==> config.mk <==
export PLATFORM = sky130hd
export DESIGN_NAME = mem_stage
export DESIGN_NICKNAME = d
export VERILOG_FILES = /design/src/rtl/mem_stage_pkg.sv /design/src/rtl/mem_wb_reg.sv /design/src/rtl/mem_stage.sv
export SDC_FILE = /design/constraint.sdc
export NUM_CORES = 1
export LEC_CHECK = 0
export CORE_UTILIZATION = 51
export CTS_BUF_LIST = sky130_fd_sc_hd__clkbuf_2 sky130_fd_sc_hd__clkbuf_4 sky130_fd_sc_hd__clkbuf_8
export DETAILED_ROUTE_END_ITERATION = 8
export PLACE_DENSITY = 0.88
export SLEW_MARGIN = 10
export SYNTH_ARGS = -nofsm -noshare
export SYNTH_HDL_FRONTEND = slang
export SYNTH_SLANG_ARGS = --single-unit
export TNS_END_PERCENT = 10
==> constraint.sdc <==
create_clock -name clk -period 3.35 [get_ports clk]
set_clock_uncertainty 0.2 [all_clocks]
set_input_delay 0.67 -clock clk [delete_from_list [all_inputs] [get_ports clk]]
set_output_delay 0.67 -clock clk [all_outputs]
set_load 0.05 [all_outputs]
==> src/rtl/mem_stage_pkg.sv <==
// Shared constants and FSM encoding for the memory pipeline stage.
package mem_stage_pkg;
    localparam int DATA_W          = 16;
    localparam int REG_W           = 3;
    localparam int CNT_W           = 4;
    localparam int TIMEOUT_DEFAULT = 15;

    typedef enum logic [1:0] {
        ST_IDLE  = 2'd0,
        ST_REQ   = 2'd1,
        ST_WAIT  = 2'd2,
        ST_FAULT = 2'd3
    } state_t;

    function automatic logic is_mem_op(input logic rd, input logic wr);
        return rd | wr;
    endfunction
endpackage

==> src/rtl/mem_wb_reg.sv <==
// MEM/WB pipeline register: valid and write_en pulse for one cycle per load,
// data fields hold their last loaded value otherwise.
module mem_wb_reg
    import mem_stage_pkg::*;
(
    input  logic              clk,
    input  logic              rst_n,
    input  logic              load,
    input  logic              clear,
    input  logic              load_rdata,
    input  logic [DATA_W-1:0] alu_result,
    input  logic [DATA_W-1:0] next_pc,
    input  logic [DATA_W-1:0] read_data,
    input  logic              is_mem_read,
    input  logic              is_mem_to_reg,
    input  logic              is_jal,
    input  logic              reg_write,
    input  logic [REG_W-1:0]  write_reg,
    output logic              valid,
    output logic              write_en,
    output logic [DATA_W-1:0] wb_alu_result,
    output logic [DATA_W-1:0] wb_next_pc,
    output logic [DATA_W-1:0] wb_read_data,
    output logic              wb_is_mem_read,
    output logic              wb_is_mem_to_reg,
    output logic              wb_is_jal,
    output logic [REG_W-1:0]  wb_write_reg
);
    always_ff @(posedge clk or negedge rst_n) begin
        if (!rst_n) begin
            valid            <= 1'b0;
            write_en         <= 1'b0;
            wb_alu_result    <= '0;
            wb_next_pc       <= '0;
            wb_read_data     <= '0;
            wb_is_mem_read   <= 1'b0;
            wb_is_mem_to_reg <= 1'b0;
            wb_is_jal        <= 1'b0;
            wb_write_reg     <= '0;
        end else if (clear || !load) begin
            valid    <= 1'b0;
            write_en <= 1'b0;
        end else begin
            valid            <= 1'b1;
            write_en         <= reg_write;
            wb_alu_result    <= alu_result;
            wb_next_pc       <= next_pc;
            wb_is_mem_read   <= is_mem_read;
            wb_is_mem_to_reg <= is_mem_to_reg;
            wb_is_jal        <= is_jal;
            wb_write_reg     <= write_reg;
            if (load_rdata) begin
                wb_read_data <= read_data;
            end
        end
    end
endmodule

==> src/rtl/mem_stage.sv <==
// Memory pipeline stage: passes ALU ops straight to writeback, sequences
// aligned loads/stores through a request/wait handshake, traps faults.
module mem_stage
    import mem_stage_pkg::*;
#(
    parameter int TIMEOUT = TIMEOUT_DEFAULT
) (
    input  logic              clk,
    input  logic              rst_n,
    input  logic              ex_valid,
    input  logic [DATA_W-1:0] ex_aluResult,
    input  logic [DATA_W-1:0] ex_storeData,
    input  logic [DATA_W-1:0] ex_nextPC,
    input  logic              ex_isMemRead,
    input  logic              ex_isMemWrite,
    input  logic              ex_isMemToReg,
    input  logic              ex_isJAL,
    input  logic              ex_regWrite,
    input  logic [REG_W-1:0]  ex_writeReg,
    input  logic              flush,
    output logic              stall,
    output logic [DATA_W-1:0] mem_addr,
    output logic [DATA_W-1:0] mem_wdata,
    output logic              mem_rd,
    output logic              mem_wr,
    input  logic              mem_done,
    input  logic [DATA_W-1:0] mem_rdata,
    output logic              wb_valid,
    output logic [DATA_W-1:0] wb_readData,
    output logic [DATA_W-1:0] wb_aluResult,
    output logic [DATA_W-1:0] wb_nextPC,
    output logic              wb_isMemRead,
    output logic              wb_isMemToReg,
    output logic              wb_isJAL,
    output logic              wb_writeEn,
    output logic [REG_W-1:0]  wb_writeReg,
    output logic              err
);
    state_t             state;
    logic [CNT_W-1:0]   wait_cnt;
    logic               discard;
    logic [DATA_W-1:0]  lat_alu, lat_store, lat_pc;
    logic               lat_rd, lat_wr, lat_m2r, lat_jal, lat_rw;
    logic [REG_W-1:0]   lat_reg;

    logic ex_mem_op, idle_go, accept_alu, accept_mem, misaligned, wait_done, from_wait;

    assign ex_mem_op  = is_mem_op(ex_isMemRead, ex_isMemWrite);
    assign idle_go    = (state == ST_IDLE) && ex_valid && !flush;
    assign accept_alu = idle_go && !ex_mem_op;
    assign accept_mem = idle_go && ex_mem_op && !ex_aluResult[0];
    assign misaligned = idle_go && ex_mem_op && ex_aluResult[0];
    assign wait_done  = (state == ST_WAIT) && mem_done;
    assign from_wait  = (state == ST_WAIT);

    always_ff @(posedge clk or negedge rst_n) begin
        if (!rst_n) begin
            state     <= ST_IDLE;
            wait_cnt  <= '0;
            discard   <= 1'b0;
            err       <= 1'b0;
            lat_alu   <= '0;
            lat_store <= '0;
            lat_pc    <= '0;
            lat_rd    <= 1'b0;
            lat_wr    <= 1'b0;
            lat_m2r   <= 1'b0;
            lat_jal   <= 1'b0;
            lat_rw    <= 1'b0;
            lat_reg   <= '0;
        end else begin
            case (state)
                ST_IDLE: begin
                    wait_cnt <= '0;
                    discard  <= 1'b0;
                    if (accept_mem) begin
                        lat_alu   <= ex_aluResult;
                        lat_store <= ex_storeData;
                        lat_pc    <= ex_nextPC;
                        lat_rd    <= ex_isMemRead;
                        lat_wr    <= ex_isMemWrite;
                        lat_m2r   <= ex_isMemToReg;
                        lat_jal   <= ex_isJAL;
                        lat_rw    <= ex_regWrite;
                        lat_reg   <= ex_writeReg;
                        state     <= ST_REQ;
                    end else if (misaligned) begin
                        err   <= 1'b1;
                        state <= ST_FAULT;
                    end
                end
                ST_REQ: begin
                    wait_cnt <= '0;
                    state    <= flush ? ST_IDLE : ST_WAIT;
                end
                ST_WAIT: begin
                    // A flush here cannot recall the bus request; remember to drop its result.
                    if (flush) begin
                        discard <= 1'b1;
                    end
                    if (mem_done) begin
                        state <= ST_IDLE;
                    end else if (wait_cnt == CNT_W'(TIMEOUT - 1)) begin
                        err   <= 1'b1;
                        state <= ST_FAULT;
                    end else if (wait_cnt != {CNT_W{1'b1}}) begin
                        wait_cnt <= wait_cnt + 1'b1;
                    end
                end
                default: state <= ST_FAULT;
            endcase
        end
    end

    // Stall covers the accepting cycle so upstream holds until the result returns.
    assign stall = rst_n && (((state == ST_IDLE) && ex_valid && ex_mem_op && !flush) ||
                             ((state == ST_REQ) && !flush) ||
                             ((state == ST_WAIT) && !mem_done) ||
                             (state == ST_FAULT));

    assign mem_rd    = (state == ST_REQ) && !flush && lat_rd;
    assign mem_wr    = (state == ST_REQ) && !flush && lat_wr && !lat_rd;
    assign mem_addr  = lat_alu;
    assign mem_wdata = lat_store;

    mem_wb_reg u_wb_reg (
        .clk              (clk),
        .rst_n            (rst_n),
        .load             (accept_alu || wait_done),
        .clear            (flush || (from_wait && discard)),
        .load_rdata       (wait_done && lat_rd),
        .alu_result       (from_wait ? lat_alu : ex_aluResult),
        .next_pc          (from_wait ? lat_pc : ex_nextPC),
        .read_data        (mem_rdata),
        .is_mem_read      (from_wait ? lat_rd : ex_isMemRead),
        .is_mem_to_reg    (from_wait ? lat_m2r : ex_isMemToReg),
        .is_jal           (from_wait ? lat_jal : ex_isJAL),
        .reg_write        (from_wait ? lat_rw : ex_regWrite),
        .write_reg        (from_wait ? lat_reg : ex_writeReg),
        .valid            (wb_valid),
        .write_en         (wb_writeEn),
        .wb_alu_result    (wb_aluResult),
        .wb_next_pc       (wb_nextPC),
        .wb_read_data     (wb_readData),
        .wb_is_mem_read   (wb_isMemRead),
        .wb_is_mem_to_reg (wb_isMemToReg),
        .wb_is_jal        (wb_isJAL),
        .wb_write_reg     (wb_writeReg)
    );
endmodule

==> impl_metrics.toml <==
[run_status]
status = "completed"

[worst_setup_path]
ff2ff_setup_slack_ns = 0.82
crit_slowest_cell = "clkdlybuf4s50_1"
endpoint_kind = "output pin"
max_stage_delay_ns = 0.51
arrival_ns = 2.23
r2r-start = "state[1]$_DFFE_PN0P_"
path_class = "in2out"
critical_path_buf_inv_count = 2
reg2regPathDepth = 6
crit_chain = "clkdlybuf4s50_1, nor4b_4, o21ai_0, a21boi_1, buf_12"
regToRegEndpoint = "u_wb_reg.wb_is_jal$_DFFE_PN0P_"
path_max_fanout = 4
startpoint_type = "input port"
crit_family = "buffers and inverters"
worstPathRequired_ns = 2.48

[finish]
fillCellCount = 605
nets = 634
area_growth_pct = 43.9
layout-drive-gt1-share_pct = 22.0
antenna_cells = 0
utilization_pct = 75.5

[sta]
tns_ns = 0
fin_crit_sh_pct = 92.5
slew_viol_final = 0
maxClockFrequency_mhz = 323
rsz0062_at_grt = "no"
final-setup-viol-count = 0
slew-limit-headroom_pct = 43.3
timing.final.ws_setup_ns = 0.251
hold_viol = 0
tightest_slew_ns = 0.851
period_minus_slack_ns = 3.10

[clocking]
clk_pin_slew_ns = 0.07
cts_sinks = 120
cts.htree.levels = 4
cts_buffers = 17
cts_tree = "done"
postCtsHoldBufs = 0
ctsResizeCount = 0
postCtsSetupRepairBufs = 0
clock_latency_ns = 0.42
clockBufferDepth = 2
cts_root_buffer = "clkbuf_8"

[detailed_routing]
vias_per_cell = 5.39
drcViolationCount = 0
wl_per_cell_um = 17.9
first_pass_iters = 4
wl_mm = 12.5
ant_nets = 0
drtIter0Drc = 111
vias = 3778

[floorplanning]
die_h_um = 102
die_w_um = 102
rows = 36
num_io_pins = 169
coreArea_um2 = 9730
start_util_pct = 52.5
die-area_um2 = 10400

[global_routing]
gr-total-overflow = 0
antenna_found_initial = 0
gr-max-usage-layer = "met2"
grt_pass1_vias = 3875
use_met1_pct = 29.1
track_usage_pct = 25.4
use_met2_pct = 42.4
grt_pass1_wl_mm = 19.4
use_met3_pct = 8.21
grt_max_degree = 69

[yosys]
ys_ff_latch = 120
seq_area_frac_synth_pct = 58.8
synth_cells = 382
yosysTopAreaCellShare_pct = 58.8
syn_area_um2 = 5100
synth_area_leaders = "dfrtp_1, mux2_2, mux2i_1"
synth-edff-count = 0
syn_nets = 461
synth-main-ff-cell = "dfrtp_1"
ys_types = 38
ys_async_sr_fraction_pct = 100
synth_area_per_cell_um2 = 13.4
post-synth-top-area-cell = "dfrtp_1"
yosys_warnings = 0

[place]
port_buffers = 168
hpwl_mm = 8.30
dp_slack_ns = 0.285
place.gp.congestion = 0.799

[job]
max_cap_violations = 0

[power]
ir_drop_mv = 0.600
cellPowerDensity_nw_per_um2 = 1090
leakage_uw = 0.00324

[min_path]
hp-class = "in2async"
## Yosys cell counts (3+ instances only)
master / count
dfrtp_1: 120
o21ai_0: 72
mux2_2: 62
nand2_1: 4
xnor2_1: 3
buf_4: 4
o21ai_1: 6
nor2b_1: 3
a21o_1: 3
nor2_1: 6
mux2i_1: 38
a21boi_0: 3
buf_2: 8
inv_1: 3
and2_1: 3
mux2_4: 9
clkbuf_1: 11
## cell usage in the layout (no fill, tap or decap), drive strengths merged, types with 3 or more instances in the layout
cell type and instances:
inv 3, clkbuf 23, nor2b 4, mux2i 38, and2 3, buf 16
a21boi 3, nand2 4, nor2 6, o21ai 78, dfrtp 120, clkinv 6
a21o 3, mux2 71, clkdlybuf4s50 164, xnor2 3
## cell families (layout without fill, tap and decap cells)
logic type,count (synthesis),in the layout,synth area share [%]
fa+ha+maj,2,2,0.490
buf+inv,29,215,3.14
xor+xnor,3,3,0.515
simple gates,30,30,4.02
compound gates,89,89,9.22
flops,120,120,58.8
mux,109,109,23.8
## area by class of cell
| type | instances | area (um2) | area share (%) |
|---|---|---|---|
| Clock inverter | 9 | 97.6 | 1.33 |
| Multi-Input combinational cell | 233 | 1960 | 26.6 |
| Sequential cell | 120 | 3000 | 40.9 |
| Inverter | 3 | 11.3 | 0.153 |
| Clock buffer | 23 | 298 | 4.06 |
| Timing Repair Buffer | 180 | 1810 | 24.7 |
| Tap cell | 133 | 166 | 2.27 |
## worst register-to-register path, delay by kind of cell (launching register included)
kind | cells | cell delay, ns
simple gates | 2 | 0.71
flops | 1 | 0.55
compound gates | 2 | 0.47
buf+inv | 2 | 0.50
## power breakdown
group | total, uW | switching [uW] | internal [uW]
combinational | 4230 | 2630 | 1600
clock | 1280 | 546 | 737
sequential | 2500 | 398 | 2100
## worst max path at each step
stage / start / endpoint / depth (start not counted)
after detailed placement: flush / stall / 5
after global routing: flush / stall / 5
after global placement: flush / stall / 5
after floorplan: flush / mem_wr / 2
after CTS: flush / stall / 5
final: flush / stall / 5
## per-stage QoR
stage / std cells / hold slack (ns) / power, uW / area (um2)
after floorplan: 382 / 0.174 / 5270 / 5100
after detailed placement: 669 / 0.265 / 6740 / 6950
after global routing: 701 / 0.229 / 8390 / 7340
final: 701 / 0.198 / 8020 / 7340
after CTS: 701 / 0.198 / 8070 / 7340
after global placement: 669 / 0.260 / 6610 / 6950
## per-layer routing
| layer | part of all wire, % | up-vias |
|---|---|---|
| met5 | 0 | - |
| met4 | 3.5 | 0 |
| met3 | 5.7 | 40 |
| met2 | 52 | 143 |
| met1 | 39 | 1886 |
| li1 | - | 1709 |
Note: power is estimated with default switching activity, not from simulation.
